===== src/rtl/hls_bb_driver.sv =====
// Initiator for an ap_ctrl_hs black box: takes one request at a time, starts the block,
// captures its result on ap_done (or a watchdog timeout) and returns it on a response port.
module hls_bb_driver #(
  parameter int unsigned TIMEOUT_CYCLES = 16,
  parameter int unsigned CNT_W          = 16
) (
  input  logic             ap_clk,
  input  logic             ap_rst,
  input  logic             req_valid,
  output logic             req_ready,
  input  logic             req_cmd,
  input  logic [4:0]       req_x,
  input  logic             req_y,
  output logic             ap_start,
  input  logic             ap_ready,
  input  logic             ap_done,
  input  logic             ap_idle,
  output logic             ap_continue,
  output logic             ap_ce,
  output logic             bb_cmd,
  output logic [4:0]       bb_x,
  output logic             bb_y,
  input  logic [5:0]       bb_res,
  output logic             rsp_valid,
  input  logic             rsp_ready,
  output logic [4:0]       rsp_sum,
  output logic             rsp_err,
  output logic             rsp_timeout,
  output logic             busy,
  output logic [CNT_W-1:0] txn_count,
  output logic [CNT_W-1:0] err_count
);

  typedef enum logic [1:0] {StIdle, StStart, StWaitDone, StResp} state_e;

  localparam logic [15:0] TimerLast = 16'(TIMEOUT_CYCLES - 1);
  localparam logic [CNT_W-1:0] CntMax = {CNT_W{1'b1}};

  state_e           state_q, state_d;
  logic             bb_cmd_q, bb_cmd_d;
  logic [4:0]       bb_x_q, bb_x_d;
  logic             bb_y_q, bb_y_d;
  logic [15:0]      timer_q, timer_d;
  logic [4:0]       rsp_sum_q, rsp_sum_d;
  logic             rsp_err_q, rsp_err_d;
  logic             rsp_timeout_q, rsp_timeout_d;
  logic [CNT_W-1:0] txn_q, txn_d;
  logic [CNT_W-1:0] err_q, err_d;
  logic             ce_q;
  logic             in_flight;
  logic             capture;
  logic             expire;

  // ap_idle is status only; the handshake never depends on it.
  logic unused_idle;
  assign unused_idle = ap_idle;

  assign in_flight = (state_q == StStart) || (state_q == StWaitDone);
  assign capture   = in_flight && ap_done;
  assign expire    = in_flight && (timer_q == TimerLast);

  always_comb begin
    state_d       = state_q;
    bb_cmd_d      = bb_cmd_q;
    bb_x_d        = bb_x_q;
    bb_y_d        = bb_y_q;
    timer_d       = timer_q;
    rsp_sum_d     = rsp_sum_q;
    rsp_err_d     = rsp_err_q;
    rsp_timeout_d = rsp_timeout_q;
    txn_d         = txn_q;
    err_d         = err_q;
    unique case (state_q)
      StIdle: begin
        if (req_valid) begin
          bb_cmd_d = req_cmd;
          bb_x_d   = req_x;
          bb_y_d   = req_y;
          timer_d  = '0;
          state_d  = StStart;
        end
      end
      StStart, StWaitDone: begin
        timer_d = timer_q + 16'd1;
        // A done on the expiry edge wins over the watchdog.
        if (capture) begin
          rsp_sum_d     = bb_res[4:0];
          rsp_err_d     = bb_res[5];
          rsp_timeout_d = 1'b0;
          state_d       = StResp;
        end else if (expire) begin
          rsp_sum_d     = '0;
          rsp_err_d     = 1'b1;
          rsp_timeout_d = 1'b1;
          state_d       = StResp;
        end else if ((state_q == StStart) && ap_ready) begin
          state_d = StWaitDone;
        end
      end
      StResp: begin
        if (rsp_ready) begin
          if (txn_q != CntMax) txn_d = txn_q + 1'b1;
          if (rsp_err_q && (err_q != CntMax)) err_d = err_q + 1'b1;
          state_d = StIdle;
        end
      end
      default: state_d = StIdle;
    endcase
  end

  always_ff @(posedge ap_clk or posedge ap_rst) begin
    if (ap_rst) begin
      state_q       <= StIdle;
      bb_cmd_q      <= 1'b0;
      bb_x_q        <= '0;
      bb_y_q        <= 1'b0;
      timer_q       <= '0;
      rsp_sum_q     <= '0;
      rsp_err_q     <= 1'b0;
      rsp_timeout_q <= 1'b0;
      txn_q         <= '0;
      err_q         <= '0;
      ce_q          <= 1'b0;
    end else begin
      state_q       <= state_d;
      bb_cmd_q      <= bb_cmd_d;
      bb_x_q        <= bb_x_d;
      bb_y_q        <= bb_y_d;
      timer_q       <= timer_d;
      rsp_sum_q     <= rsp_sum_d;
      rsp_err_q     <= rsp_err_d;
      rsp_timeout_q <= rsp_timeout_d;
      txn_q         <= txn_d;
      err_q         <= err_d;
      ce_q          <= 1'b1;
    end
  end

  assign req_ready   = (state_q == StIdle);
  assign ap_start    = (state_q == StStart);
  assign ap_continue = capture;
  assign ap_ce       = ce_q;
  assign bb_cmd      = bb_cmd_q;
  assign bb_x        = bb_x_q;
  assign bb_y        = bb_y_q;
  assign rsp_valid   = (state_q == StResp);
  assign rsp_sum     = rsp_sum_q;
  assign rsp_err     = rsp_err_q;
  assign rsp_timeout = rsp_timeout_q;
  assign busy        = (state_q != StIdle);
  assign txn_count   = txn_q;
  assign err_count   = err_q;

endmodule

===== config.mk =====
export PLATFORM = sky130hd
export DESIGN_NAME = hls_bb_driver
export DESIGN_NICKNAME = d
export VERILOG_FILES = /design/src/rtl/hls_bb_driver.sv
export SDC_FILE = /design/constraint.sdc
export NUM_CORES = 1
export LEC_CHECK = 0
export CORE_MARGIN = 5
export CORE_UTILIZATION = 50
export DETAILED_ROUTE_END_ITERATION = 8
export PLACE_DENSITY = 0.79
export SYNTH_ARGS = -nofsm -noshare
export SYNTH_HDL_FRONTEND = slang
export SYNTH_SLANG_ARGS = --single-unit

===== constraint.sdc =====
create_clock -name ap_clk -period 2.8 [get_ports ap_clk]
set_input_delay 0.84 -clock ap_clk [delete_from_list [all_inputs] [get_ports ap_clk]]
set_output_delay 0.84 -clock ap_clk [all_outputs]
set_load 0.005 [all_outputs]

==> impl_summary.log <==
INFO  metric status = completed
INFO  metric postSynth.asyncResetShare = 100%
INFO  metric ys_seq_elements = 65
INFO  metric cts_sinks = 65
INFO  metric hold_violations = 0
INFO  metric power_frac_clock = 19.8%
INFO  metric cell_internal_pwr = 2240 uW
INFO  metric period_needed = 2490 ps
INFO  metric path_clk_slew = 70 ps
INFO  metric postSynthNetCount = 329
INFO  metric grt_pass1_wl = 12.0 mm
INFO  metric synth.yosys.warnings = 0
INFO  metric crit_type = flip-flop to output pin
INFO  metric tritoncts.num_buffers = 9
INFO  metric power-per-cell-area = 801 nW/um^2
INFO  metric critical_path_arrival = 1650 ps
INFO  metric top_level_ports = 72
INFO  metric critical_path.endpoint_type = output pin
INFO  metric totalWireLength = 6.88 mm
INFO  metric worst_clock_skew = 9.14 ps
INFO  metric tritoncts = built
INFO  metric synth_area_leaders = dfrtp_1 51%, xor2_1 5.5%, xnor2_1 4.4%, mux2_2 3.9%, nand4_1 2.9%
INFO  metric post_synth_num_cell_types = 44
INFO  metric hold_path_depth = 1
INFO  metric rsz0062_at_grt = false
INFO  metric worst_setup_path_endpoint = req_ready
INFO  metric post-place-ws = 12.3 ps
INFO  metric route.vias.total = 2574
INFO  metric sequential_cell_area_fraction_in_the_yosys_report = 50.9%
INFO  metric avgViaCountPerCell = 5.51
INFO  metric synth_common_cells = 65 x dfrtp_1, 23 x nor2_1, 21 x nand2_1, 20 x xor2_1, 18 x nand3_1
INFO  metric finalWeightedCongestion = 0.855
INFO  metric number_of_cells_produced_by_synthesis = 302
INFO  metric combinationalPowerShare = 40.0%
INFO  metric floorplan.core_area = 6280 um^2
INFO  metric worst_setup_startpoint = state_q[0]$_DFFE_PP0P_
INFO  metric post_route_cells_drive_above_1_share = 11.3%
INFO  metric global_route.usage.total = 17.8%
INFO  metric fp-row-count = 29
INFO  metric post_synth_instance_area = 3200 um^2
INFO  metric cts.hold.buffers_added = 0
INFO  metric hp-class = flip-flop to flip-flop
INFO  metric edff_count_synth = 0
INFO  metric post_synth.cell_area_avg = 10.6 um^2
INFO  metric fp.dieH = 89.9 um
INFO  metric clock-root-buffer = clkbuf_8
INFO  metric vdd_ir_drop_max = 0.755 mV
INFO  metric finalCritPeriodShare = 88.8%
INFO  metric clk_latency = 340 ps
INFO  metric predominant_post_synthesis_flop_cell = dfrtp_1
INFO  metric net_switching_fraction_of_the_power = 33.7%
INFO  metric initial_utilization = 50.9%
INFO  metric net-switching-power = 1140 uW
INFO  metric r2r-start = err_count[0]$_DFFE_PP0P_
INFO  metric antenna_violating_nets_post_route = 0
INFO  metric die_area = 8090 um^2
INFO  metric worst_ep_required_time = 1960 ps
INFO  metric maxSlewViolCount = 0
INFO  metric synth.largest_area_cell = dfrtp_1
INFO  metric nFillCells = 494
INFO  metric clk_path_buf_depth = 2
INFO  metric port-buffer-count = 70
INFO  metric drt_iter0_markers = 115
INFO  metric crit-reg2reg-capture = err_count[1]$_DFFE_PP0P_
INFO  metric util_after_layout = 67.3%
INFO  metric first_global_vias = 2583
INFO  metric design.final.nets = 412
INFO  metric post_cts.resized_instances = 1
INFO  metric wire_per_inst = 14.7 um
INFO  metric max_freq = 402 MHz
INFO  metric netlist.area_leader.share = 50.9%
INFO  metric die_width = 89.9 um
INFO  metric timing.critical_path.fanout_max = 7
INFO  metric worst_pin_slew = 693 ps
INFO  metric grt_max_degree = 33
INFO  metric gr-total-overflow = 0
INFO  metric drc_violations_left = 0
INFO  metric postLayoutSetupSlackWorst = 313 ps
INFO  metric setup_viol = 0
INFO  metric reg2reg_setup_slack = 610 ps
INFO  metric timing.max_cap.violations = 0
INFO  metric n_antenna_cell = 0
INFO  metric drt_first_pass_iters = 4
INFO  metric syn_to_final_growth = 32.1%
INFO  metric worstRegToRegCells = 5
INFO  metric setup.worst_path.start_class = flip-flop
INFO  metric post-dp-hpwl = 5.01 mm
INFO  metric maxSlewHeadroom = 53.4%
INFO  metric postCtsSetupRepairBufs = 0
INFO  metric power.static_leakage = 0.00184 uW
INFO  metric htree_levels = 3
INFO  metric antenna_violations_before_repair = 0
INFO  metric timing.setup.tns = 0 ps
INFO  metric yosysMostFrequentCell = dfrtp_1
INFO  metric seq_power_share = 40.2%
registers in the layout, summed over array words and instances, names as in the netlist:
name and flops:
ap_ce 1, bb_cmd 1, bb_x 5, bb_y 1
err_count 16, rsp_err 1, rsp_sum 5, rsp_timeout 1
state_q 2, timer_q 16, txn_count 16
worst min-delay path by stage:
stage	startpoint	to
floorplan	txn_count[14]$_DFFE_PP0P_	txn_count[14]$_DFFE_PP0P_
global route	bb_x[3]$_DFFE_PP0P_	bb_x[3]$_DFFE_PP0P_
CTS	txn_count[14]$_DFFE_PP0P_	txn_count[14]$_DFFE_PP0P_
finish	txn_count[14]$_DFFE_PP0P_	txn_count[14]$_DFFE_PP0P_
detailed placement	rsp_sum[4]$_DFFE_PP0P_	rsp_sum[4]$_DFFE_PP0P_
global placement	err_count[13]$_DFFE_PP0P_	err_count[13]$_DFFE_PP0P_
critical path, cell delays in order (launching register included):
cell and delay, ps:
dfrtp_1 440, inv_1 150, ha_4 200, clkdlybuf4s50_1 520
area by class of cell:
cell class | count | area (um^2) | share of cell area [%]
well taps | 77 | 96.3 | 2.28
flip-flops and latches | 65 | 1630 | 38.5
repair buffers | 79 | 783 | 18.6
inverters | 11 | 41.3 | 0.978
multi-input cells | 219 | 1510 | 35.7
clock inverters | 4 | 30.0 | 0.711
clock buffers | 12 | 135 | 3.20
kinds of logic after synthesis:
| kind of cell | synth area share [%] |
|---|---|
| compound gates | 7.05 |
| xor+xnor | 9.87 |
| fa+ha+maj | 2.74 |
| buf+inv | 2.27 |
| flops | 50.9 |
| mux | 4.62 |
| other cells | 0.117 |
| simple gates | 22.4 |
through the flow:
step                      instance area, um^2  hold WS, ps  std cells  power, uW
after floorplan                          3200          481        302       2040
after global placement                   4040          484        451       2650
after detailed placement                 4040          481        451       2680
after CTS                                4210          496        467       3390
after global routing                     4220          514        467       3610
final                                    4220          492        467       3380
power by group through the flow:
| stage | Clock, uW | Combinational (uW) | Sequential [uW] |
|---|---|---|---|
| 4_1_cts | 692 | 1350 | 1360 |
| 3_5_place_dp | 0 | 1320 | 1370 |
| 2_1_floorplan | 0 | 694 | 1340 |
| 3_3_place_gp | 0 | 1290 | 1360 |
| 5_1_grt | 729 | 1490 | 1390 |
| 6_report | 670 | 1350 | 1360 |
per-layer routing:
| metal | vias to the layer above | GRT usage (%) | routed length [um] |
|---|---|---|---|
| met3 | 9 | 4.51 | 344 |
| met5 | - | 0 | 0 |
| met1 | 1246 | 22.0 | 3010 |
| met4 | 0 | 8.06 | 126 |
| met2 | 62 | 29.3 | 3400 |
| li1 | 1257 | - | - |
layout by cell type, fill, tap and decap left out, types with 2 or more instances in the layout:
| master | n |
|---|---|
| and4_1 | 3 |
| nor3_1 | 9 |
| a21oi_1 | 5 |
| xnor2_1 | 16 |
| xor2_1 | 20 |
| and3_1 | 6 |
| ha_1 | 6 |
| nor4b_1 | 3 |
| nand4_1 | 15 |
| inv_2 | 2 |
| or4_1 | 3 |
| a2111oi_0 | 2 |
| o21ai_0 | 7 |
| nor4_1 | 8 |
| nand3_1 | 18 |
| nor2_1 | 23 |
| buf_4 | 8 |
| clkbuf_1 | 3 |
| or3_1 | 5 |
| nand2_1 | 21 |
| inv_1 | 9 |
| dfrtp_1 | 65 |
| o21a_1 | 2 |
| nor2b_1 | 2 |
| o31ai_1 | 3 |
| or2_2 | 3 |
| a22o_1 | 6 |
| clkbuf_8 | 9 |
| clkdlybuf4s50_1 | 69 |
| clkinv_4 | 2 |
| o211ai_1 | 3 |
| and2_1 | 5 |
| mux2_2 | 11 |
(Power assumes the default switching activity.)
